--- src/rtl/soc_bus_pkg.sv ---
// Shared bus types and the default memory map for the CPU-side decoder.
// Latency: none (declarations only).
// Backpressure: not applicable.
package soc_bus_pkg;

    typedef enum logic [1:0] {IDLE, WAIT, ERR, RESP} state_t;

    typedef enum logic [1:0] {SEL_S0, SEL_S1, SEL_NONE} sel_t;

    typedef struct packed {
        logic [31:0] addr;
        logic [31:0] wdata;
        logic [3:0]  wstrb;
    } req_t;

    // Region map, also consumed by the linker script and the bench
    localparam logic [31:0] S0_BASE_DEF   = 32'h0000_0000;
    localparam logic [31:0] S0_MASK_DEF   = 32'hFFFF_0000;
    localparam logic [31:0] S1_BASE_DEF   = 32'h1000_0000;
    localparam logic [31:0] S1_MASK_DEF   = 32'hFFFF_F000;
    localparam logic [31:0] ERR_RDATA_DEF = 32'hDEAD_BEEF;
    localparam int          TIMEOUT_DEF   = 16;

    function automatic int cnt_width(input int cycles);
        return (cycles <= 0) ? 1 : $clog2(cycles + 1);
    endfunction

endpackage

--- src/rtl/mem_bus_addr_match.sv ---
// Base/mask region compare for one decoder window.
// Latency: combinational.
// Backpressure: none.
module mem_bus_addr_match (
    input  logic [31:0] addr,
    input  logic [31:0] base,
    input  logic [31:0] mask,
    output logic        hit
);

    assign hit = ((addr & mask) == base);

endmodule

--- src/rtl/mem_bus_decoder.sv ---
// Routes CPU memory requests to SRAM or peripheral window, one at a time, with timeout.
// Latency: m_ready 3 cycles after accept for 0-wait slaves and unmapped accesses.
// Backpressure: CPU is held via m_ready; new requests are taken only in IDLE with m_ready low.
module mem_bus_decoder
    import soc_bus_pkg::*;
#(
    parameter logic [31:0] S0_BASE        = S0_BASE_DEF,
    parameter logic [31:0] S0_MASK        = S0_MASK_DEF,
    parameter logic [31:0] S1_BASE        = S1_BASE_DEF,
    parameter logic [31:0] S1_MASK        = S1_MASK_DEF,
    parameter int          TIMEOUT_CYCLES = TIMEOUT_DEF,
    parameter logic [31:0] ERR_RDATA      = ERR_RDATA_DEF
) (
    input  logic        clk,
    input  logic        reset,
    input  logic        m_valid,
    input  logic        m_instr,
    input  logic [31:0] m_addr,
    input  logic [31:0] m_wdata,
    input  logic [3:0]  m_wstrb,
    output logic [31:0] m_rdata,
    output logic        m_ready,
    output logic        s0_valid,
    output logic [31:0] s0_addr,
    output logic [31:0] s0_wdata,
    output logic [3:0]  s0_wstrb,
    input  logic [31:0] s0_rdata,
    input  logic        s0_ready,
    output logic        s1_valid,
    output logic [31:0] s1_addr,
    output logic [31:0] s1_wdata,
    output logic [3:0]  s1_wstrb,
    input  logic [31:0] s1_rdata,
    input  logic        s1_ready,
    output logic        err,
    output logic [31:0] err_addr,
    input  logic        err_clr
);

    localparam int CNT_W = cnt_width(TIMEOUT_CYCLES);
    localparam logic [CNT_W-1:0] CNT_LAST =
        (TIMEOUT_CYCLES == 0) ? '0 : CNT_W'(TIMEOUT_CYCLES - 1);

    state_t           state, state_nxt;
    sel_t             sel;
    req_t             req;
    logic [CNT_W-1:0] cnt;
    logic             hit_s0, hit_s1;
    logic             accept, slave_rdy, timeout_hit;
    logic [31:0]      slave_rdata;

    // Fetch flag plays no part in decode; both windows serve code and data.
    logic unused_instr;
    assign unused_instr = m_instr;

    mem_bus_addr_match u_match_s0 (.addr(m_addr), .base(S0_BASE), .mask(S0_MASK), .hit(hit_s0));
    mem_bus_addr_match u_match_s1 (.addr(m_addr), .base(S1_BASE), .mask(S1_MASK), .hit(hit_s1));

    always_comb begin
        slave_rdy   = 1'b0;
        slave_rdata = '0;
        case (sel)
            SEL_S0: begin
                slave_rdy   = s0_ready;
                slave_rdata = s0_rdata;
            end
            SEL_S1: begin
                slave_rdy   = s1_ready;
                slave_rdata = s1_rdata;
            end
            default: ;
        endcase
    end

    assign timeout_hit = (TIMEOUT_CYCLES != 0) && (cnt == CNT_LAST);

    always_ff @(posedge clk) begin
        if (reset) state <= IDLE;
        else       state <= state_nxt;
    end

    always_comb begin
        state_nxt = state;
        accept    = 1'b0;
        case (state)
            IDLE: begin
                // m_ready high means the CPU may still be showing the request just answered
                if (m_valid && !m_ready) begin
                    accept    = 1'b1;
                    state_nxt = (hit_s0 || hit_s1) ? WAIT : ERR;
                end
            end
            WAIT: begin
                if (slave_rdy)        state_nxt = RESP;
                else if (timeout_hit) state_nxt = ERR;
            end
            ERR:     state_nxt = RESP;
            RESP:    state_nxt = IDLE;
            default: state_nxt = IDLE;
        endcase
    end

    always_ff @(posedge clk) begin
        if (reset) begin
            m_ready  <= 1'b0;
            m_rdata  <= '0;
            s0_valid <= 1'b0;
            s1_valid <= 1'b0;
            req      <= '0;
            sel      <= SEL_NONE;
            cnt      <= '0;
            err      <= 1'b0;
            err_addr <= '0;
        end else begin
            m_ready <= (state == RESP);
            cnt     <= (state == WAIT) ? cnt + 1'b1 : '0;

            if (accept) begin
                req      <= '{addr: m_addr, wdata: m_wdata, wstrb: m_wstrb};
                sel      <= hit_s0 ? SEL_S0 : (hit_s1 ? SEL_S1 : SEL_NONE);
                s0_valid <= hit_s0;
                s1_valid <= !hit_s0 && hit_s1;
            end else if (state == WAIT && state_nxt != WAIT) begin
                s0_valid <= 1'b0;
                s1_valid <= 1'b0;
            end

            if (state == WAIT && slave_rdy) m_rdata <= slave_rdata;
            else if (state == ERR)          m_rdata <= ERR_RDATA;

            // First error is kept unless software clears in the same cycle
            if (state == ERR && (!err || err_clr)) begin
                err      <= 1'b1;
                err_addr <= req.addr;
            end else if (err_clr) begin
                err      <= 1'b0;
                err_addr <= '0;
            end
        end
    end

    assign s0_addr  = req.addr;
    assign s0_wdata = req.wdata;
    assign s0_wstrb = req.wstrb;
    assign s1_addr  = req.addr;
    assign s1_wdata = req.wdata;
    assign s1_wstrb = req.wstrb;

endmodule

--- config.mk ---
export PLATFORM = sky130hd
export DESIGN_NAME = mem_bus_decoder
export DESIGN_NICKNAME = d
export VERILOG_FILES = /design/src/rtl/soc_bus_pkg.sv /design/src/rtl/mem_bus_addr_match.sv /design/src/rtl/mem_bus_decoder.sv
export SDC_FILE = /design/constraint.sdc
export NUM_CORES = 1
export LEC_CHECK = 0
export BUFFER_PORTS_ARGS = -buffer_cell sky130_fd_sc_hd__buf_2
export CAP_MARGIN = 10
export CORE_AREA = 2 2 134 136
export CTS_CLUSTER_DIAMETER = 40
export DETAILED_ROUTE_END_ITERATION = 7
export DIE_AREA = 0 0 136 138
export HOLD_SLACK_MARGIN = 0.05
export PLACE_DENSITY = 0.7
export SYNTH_ARGS = -nofsm -noshare
export SYNTH_HDL_FRONTEND = slang
export SYNTH_SLANG_ARGS = --single-unit
export TNS_END_PERCENT = 5
--- constraint.sdc ---
create_clock -name clk -period 2.43 [get_ports clk]
set_input_delay 0.243 -clock clk [delete_from_list [all_inputs] [get_ports clk]]
set_output_delay 0.243 -clock clk [all_outputs]
set_load 0.02 [all_outputs]
# Word-level counts from Yosys, hierarchy flattened
# Cells that the tools add are included.
dict set report totals {
  regBits 145
  input_bits 139
  output_inout_bits 204
}
dict set report classes {
  add_sub_neg 1
  n_eq_ne 7
  mux 20
  bitwise 1
  n_reduce_logical 17
}
# op n
set op_table {}
lappend op_table {{32-bit two-way mux} 4}
lappend op_table {{32-bit one-hot mux with 2 select lines} 1}
lappend op_table {{32-bit logical NOT} 1}
lappend op_table {{20-bit by 17-bit == test with 1-bit output (second input constant)} 1}
lappend op_table {{2-bit two-way mux} 6}
lappend op_table {{2-bit one-hot mux with 4 select lines} 1}
lappend op_table {{1-bit two-way mux} 7}
lappend op_table {{2-bit nonzero test} 3}
lappend op_table {{5-bit by 1-bit adder with 5-bit output (second input constant)} 1}
lappend op_table {{5-bit by 4-bit == test with 1-bit output (second input constant)} 1}
lappend op_table {{1-bit logical AND} 5}
lappend op_table {{2-bit by 1-bit == test with 1-bit output (second input constant)} 2}
lappend op_table {{2-bit == test (second input constant)} 2}
lappend op_table {{2-bit logical NOT} 2}
lappend op_table {{1-bit logical NOT} 3}
lappend op_table {{1-bit logical OR} 2}
lappend op_table {{2-bit by 1-bit != test with 1-bit output (second input constant)} 1}
lappend op_table {{1-bit one-hot mux with 2 select lines} 1}
lappend op_table {{2-bit OR reduction} 1}
lappend op_table {{1-bit inverter} 1}

# Longest topological paths before layout
# Gate-level depths: netlist of the first run.
dict set report logic_depth {
  depth_word 9
  mapped_depth 7
  mapped_depth_nobuf 6
}

# Hierarchy
# Synthesis of the first run repeated with hierarchy kept, for this count alone.
dict set report unflattened {
  hier_cells 891
  hier_area_um2 7402.1
}
# module n_inst cells_each area_each_um2
set by_module_without_submodules {}
lappend by_module_without_submodules {mem_bus_decoder 1 721 6206.0}
lappend by_module_without_submodules {mem_bus_addr_match 2 85 598.1}

# Worst setup path after synthesis of the first run
# Ideal clock, no wire load.
dict set report synth_timing {
  kind {reg2reg}
  start {reg sel[1]}
  end {reg m_rdata[11]}
  setup_time_ns 0.132
  t_arrival_ns 1.465
  required_time_ns 2.298
  path_slack_ns 0.833
  path_stages_with_launch 8
  period_less_slack_ns 1.597
  cell_sequence {dfxtp_1 buf_2 or3b_4 or2_1 buf_4 buf_6 nor2_1 nor3_1}
}
dict set report synth_between {
  elab_chain_cells 4
  elab_cells_between_ends 7
  classes_between {1 x eq/ne; 3 x mux; 3 x reduce/logical}
}
# element line_no
set synth_lines {}
lappend synth_lines {{start: declaration} mem_bus_decoder.sv:45} ;# sel_t sel;
lappend synth_lines {{start signal: assignment} mem_bus_decoder.sv:120} ;# sel <= hit_s0 ? SEL_S0 : (hit_s1 ? SEL_S1 : SEL_NONE);
lappend synth_lines {{2-bit by 1-bit == test with 1-bit output / 2-bit logical NOT (equally long branches)} mem_bus_decoder.sv:62} ;# case (sel)
lappend synth_lines {{1-bit one-hot mux with 2 select lines} mem_bus_decoder.sv:62}
lappend synth_lines {{1-bit logical AND} mem_bus_decoder.sv:128} ;# if (state == WAIT && slave_rdy) m_rdata <= slave_rdata;
lappend synth_lines {{32-bit two-way mux / 2-bit nonzero test (equally long branches)} -}
lappend synth_lines {{end signal: assignment} mem_bus_decoder.sv:128}
lappend synth_lines {{end: declaration} mem_bus_decoder.sv:21} ;# output logic [31:0] m_rdata,
# Parallel ways exist; a longest one is shown, timed or not.
# A chain may end at the register's enable or synchronous reset.

# Final worst setup path of the first run
dict set report layout_timing {
  start {reg sel[0]}
  end {reg m_rdata[30]}
}
# Same word-level chain as after synthesis.

==> results of run 1 <==
Yosys cell counts (all sizes together), types with 2 or more instances:
| cell | instances | share of area |
|---|---|---|
| a21oi | 117 | 0.096 |
| buf | 84 | 0.099 |
| clkbuf | 36 | 0.022 |
| dfxtp | 145 | 0.48 |
| ha | 2 | 0.0041 |
| inv | 5 | 0.0031 |
| mux2 | 8 | 0.015 |
| mux2i | 25 | 0.041 |
| nand2 | 188 | 0.12 |
| nand2b | 4 | 0.0041 |
| nand3 | 33 | 0.027 |
| nand4 | 3 | 0.0031 |
| nor2 | 80 | 0.049 |
| nor3 | 26 | 0.021 |
| nor4 | 4 | 0.0041 |
| or3 | 2 | 0.0020 |
where the power goes:
part | internal, mW | switching [mW]
clock network | 1.65 | 1.03
registers | 2.59 | 0.153
logic | 0.490 | 0.992
total | 4.73 | 2.17
registers in the layout, indices dropped and copies added (netlist names):
name      cells
cnt           5
m_rdata      32
err           1
s1_valid      1
s0_valid      1
state         2
m_ready       1
s0_addr      32
err_addr     32
s0_wdata     32
s0_wstrb      4
sel           2
placed cells by master (no fill, tap or decap), types with 4 or more instances in the layout:
cell type and n:
a21oi_1 116, buf_2 340, buf_4 12, clkbuf_16 17
dfxtp_1 144, dlygate4sd3_1 6, inv_1 5, mux2_2 8
mux2i_1 25, nand2_1 188, nand2b_1 4, nand3_1 33
nor2_1 80, nor3_1 26, nor4_1 4
layer usage:
layer	part of all wire	vias up
met1	0.41	2703
met4	0.020	0
li1	-	2980
met2	0.50	252
met3	0.066	22
met5	0	-
cell type report:
class / count / area (µm²)
Clock buffer: 21 / 450
Sequential cell: 145 / 2900
Fill cell: 1752 / 9370
Inverter: 5 / 18.8
Tap cell: 229 / 287
Antenna cell: 1 / 2.50
Multi-Input combinational cell: 504 / 2460
Clock inverter: 11 / 154
Timing Repair Buffer: 360 / 1890
stage by stage:
stage / instance area, µm² / instances / utilization
2_1_floorplan: 6100 / 774 / -
5_1_grt: 8170 / 1276 / 0.466
3_3_place_gp: 7500 / 1237 / 0.428
6_report: 8170 / 1276 / 0.466
4_1_cts: 8150 / 1273 / 0.465
3_5_place_dp: 7500 / 1237 / 0.428
how the worst max path moves through the flow:
| stage | startpoint | end | slack (ns) |
|---|---|---|---|
| 6_report | sel[0] | m_rdata[30] | 0.51 |
| 2_1_floorplan | sel[1] | m_rdata[11] | 0.83 |
| 3_3_place_gp | state[0] | s1_valid | 0.55 |
| 4_1_cts | sel[0] | s1_valid | 0.51 |
| 3_5_place_dp | sel[0] | m_rdata[15] | 0.52 |
| 5_1_grt | sel[0] | m_rdata[30] | 0.28 |
worst min-delay path: cells and delay by family:
family                 cells  cell delay [ns]
buffers and inverters      1             0.10
AOI/OAI and AO/OA          1             0.05
and+or+nand+nor            1             0.05
cell families after synthesis:
family	count (synthesis)	synth area share
compound gates	121	0.102
mux	33	0.0558
flops	145	0.476
simple gates	346	0.236
fa+ha+maj	2	0.00410
buf+inv	125	0.124
xor+xnor	2	0.00287
==> results.toml, run 1 <==
[sta]
finalWorstSetupSlack_ns = 0.512
slew_headroom = 0.407
finalClockSkew_ns = 0.00963
final.period_utilization = 0.789
worst_pin_slew_ns = 0.890
rsz0062_at_grt = "no"
maxSlewViolCount = 0
fin_hold_ws_ns = 0.0667
fmax_mhz = 521
tns_ns = 0
hold_viol = 0
setup_viol = 0
period_minus_slack_ns = 1.92

[yosys]
synth.distinct_cells = 31
syn-num-nets = 915
ys_ff_latch = 145
synthFlopType = "dfxtp_1"
synth_area_um2 = 6100
ys_warn_count = 0
ys_seq_area_frac = 0.476
async_flop_share = 0
synth_area_per_cell_um2 = 7.89
synthCells = 774
synth_edf_count = 0

[critical_path]
cp_cell_sequence = "mux2i_1, or2_1, nor2_1, nor3_1"
cp_slowest_cell = "or2_1"
crit_path_end_kind = "flip-flop"
rr_endpoint = "m_rdata[30]"
rrSetupSlack_ns = 0.51
cp.required_ns = 2.75
reg2reg_depth = 4
slowest_delay_ns = 0.76
reg2reg_from = "sel[0]"
critical_path_buf_inv_count = 0
crit_type = "reg -> reg"
cp.arrival_ns = 2.24
crit_fanout = 26
cp_num_cells = 4
path_delay_family = "simple AND/OR/NAND/NOR gates"
cp-start-kind = "flip-flop"

[clock_network]
postCtsResizedCells = 0
cts_htree_levels = 4
cts_max_path_buffers = 2
cts_root_buf = "clkbuf_16"
post-cts-setup-buffers = 0
clkTransAtPathRegs_ns = 0.07
cts_hold_buf = 4
cts_tree = "yes"
cts_sinks = 145
cts_made_buffers = 17
insertion_delay_ns = 0.41

[final_layout]
drive_gt1_frac = 0.380
areaGrowthSynthToFinish_pct = 33.8
nNetsFinal = 1174

[grt]
grt_pass1_wl_um = 27500
antenna_found_initial = 1
grt_busiest_layer = "met2"
use_met1 = 0.214
grt_max_degree = 60
grt.overflow.total = 0
use_met2 = 0.326
grt_pass1_vias = 5387
grt_use_met3 = 0.0473
grt_use_total = 0.184

[pwr]
total_power_mw = 6.90
p_leak_nw = 3.86
power.density_nw_per_um2 = 845
vdd_drop_max_uv = 438

[worst_hold_path]
whs_path_depth = 3
hp-class = "in -> reg"
min_to = "s0_wdata[3]"
hp-start = "m_wdata[3]"

[routing]
dr.pass1.iters = 4
ant_nets = 0
drc = 0
drtIter0Drc = 244
wl_per_cell_um = 13.8
totalWireLength_um = 17600
via_count = 5957
vias_per_cell = 4.67

[flow_run]
drv_cap = 0

[placement]
dp_slack_ns = 0.524
gp_congestion = 0.799
dp_hpwl_um = 12400
portBuffers = 341

[die]
fp.dieW_um = 136
start_util = 0.348
core_area_um2 = 17500
die-area_um2 = 18800
fp.dieH_um = 138
io_pins = 343
rows = 49

[status]
status = "complete, no violations"
Note: power is estimated with default switching activity, not from simulation.
==> run 2, diff against run 1 <==
Settings changed: CORE_AREA 2 2 134 136 to 2 2 132 134, DIE_AREA 0 0 136 138 to 0 0 134 136, PLACE_DENSITY 0.7 to 0.72.
Clock period 2.43 ns to 1.9 ns, I/O delays scaled along.
==> run 2 against run 1 <==
  * Via count increased by 4.2%
  * Global-route usage increased by 0.80 points
  * Final cell count increased by 4.9%
  * Register-to-register slack got worse by 0.34 ns
  * Worst setup slack got worse by 0.37 ns
  * Count of clock-buffer cells in the layout decreased by 2
  * Critical path type is now in -> reg
  * Critical endpoint is now s1_valid
==> results.toml, run 2 (synthesis gave the netlist of run 1 again) <==
[die]
start_util = 0.362
fp.dieW_um = 134
rows = 48
io_pins = 343
core_area_um2 = 16900
fp.dieH_um = 136
die-area_um2 = 18200

[critical_path]
rr_endpoint = "m_rdata[23]"
crit_fanout = 3
cp_slowest_cell = "dlygate4sd3_1"
cp-start-kind = "primary input"
path_delay_family = "simple AND/OR/NAND/NOR gates"
crit_path_end_kind = "flip-flop"
cp_cell_sequence = "dlygate4sd3_1, buf_2, nor4_1, nand4_1, or3_1, a21oi_1"
cp.required_ns = 2.24
cp_num_cells = 6
rrSetupSlack_ns = 0.17
cp.arrival_ns = 2.09
slowest_delay_ns = 0.54
crit_type = "in -> reg"
critical_path_buf_inv_count = 2
reg2reg_depth = 5
reg2reg_from = "state[0]"

[final_layout]
final_common_cell = "buf_2"
layout_common_cells = "buf_2, nand2_1, dfxtp_1, a21oi_1, nor2_1"
drive_gt1_frac = 0.362
final_util = 0.529
final_area_um2 = 8920
final-seq-area_um2 = 2900
fillers = 1560
finalNonFillerCells = 1338
nNetsFinal = 1240
multiInputGateArea_um2 = 2460
areaGrowthSynthToFinish_pct = 46.2

[grt]
grt.overflow.total = 0
grt_pass1_vias = 5646
antenna_found_initial = 1
grt_max_degree = 64
grt_use_total = 0.192
grt_pass1_wl_um = 27900

[sta]
final.period_utilization = 0.924
slew_headroom = 0.684
setup_viol = 0
fmax_mhz = 570
worst_pin_slew_ns = 0.469
maxSlewViolCount = 0
tns_ns = 0
hold_viol = 0
period_minus_slack_ns = 1.76
rsz0062_at_grt = "no"
finalClockSkew_ns = 0.0114

[pwr]
p_leak_nw = 4.19
power.density_nw_per_um2 = 1040
total_power_mw = 9.32
vdd_drop_max_uv = 609

[routing]
wl_per_cell_um = 13.5
drtIter0Drc = 285
dr.pass1.iters = 4
drc = 0
via_count = 6209
totalWireLength_um = 18100
vias_per_cell = 4.64
ant_nets = 0

[placement]
dp_hpwl_um = 12200
place_inst = 1238
gp_congestion = 0.776
placed_area_um2 = 7580
portBuffers = 341

[clock_network]
post-cts-setup-buffers = 0
cts_root_buf = "clkbuf_16"
cts_max_path_buffers = 2
cts_sinks = 145
cts_tree = "yes"
cts_htree_levels = 4
clkTransAtPathRegs_ns = 0.06
cts_made_buffers = 17
insertion_delay_ns = 0.41

[worst_hold_path]
hp-start = "m_addr[30]"
min_to = "s0_addr[30]"
whs_path_depth = 3
hp-class = "in -> reg"

[status]
status = "complete, no violations"

[flow_run]
drv_cap = 0
-- run 2: cell type report --
class                      instances  area share
clock buffer                      19      0.0485
timing repair buffer             426       0.290
clock inverter                    13      0.0259
tap                              225      0.0316
multi-input combinational        504       0.276
inverter                           5     0.00210
antenna                            1    0.000280
sequential                       145       0.325
-- run 2: what timing repair did --
action,CTS,global route
hold endpoints to repair,67,0
hold buffers,67,0
resized for setup,0,0
-- run 2: worst max path at each step --
stage,startpoint,to,slack (ns)
3_3_place_gp,state[0],m_rdata[10],0.21
6_report,m_addr[19],s1_valid,0.14
2_1_floorplan,sel[1],m_rdata[11],0.30
5_1_grt,m_addr[19],sel[0],0.04
3_5_place_dp,state[0],m_rdata[23],0.17
4_1_cts,state[0],m_rdata[23],0.17
-- run 2: metal layers --
metal	global-route usage	up-vias	wire, µm
met5	0	-	0
met4	0.0892	0	544
met3	0.0544	36	1180
met2	0.327	239	9040
met1	0.224	2820	7360
li1	-	3114	-
-- run 2: power breakdown --
part	internal [mW]	total (mW)	switching [mW]
sequential	3.31	3.51	0.198
clock	2.47	3.76	1.29
combinational	0.755	2.06	1.30
-- run 2: per-stage QoR --
| stage | setup WS [ns] | hold WS, ns |
|---|---|---|
| final | 0.144 | 0.0917 |
| after global placement | 0.215 | 0.430 |
| after global routing | 0.0417 | 0.0831 |
| after detailed placement | 0.175 | 0.436 |
| after CTS | 0.168 | 0.0565 |
| after floorplan | 0.303 | 0.326 |
-- run 2: worst reg2reg max path, cell delays in order, from the launching register on --
cell and delay (ns):
dfxtp_1 0.44, or3b_4 0.45, or2_1 0.27, buf_4 0.24
nor2_1 0.16, nor3_1 0.06
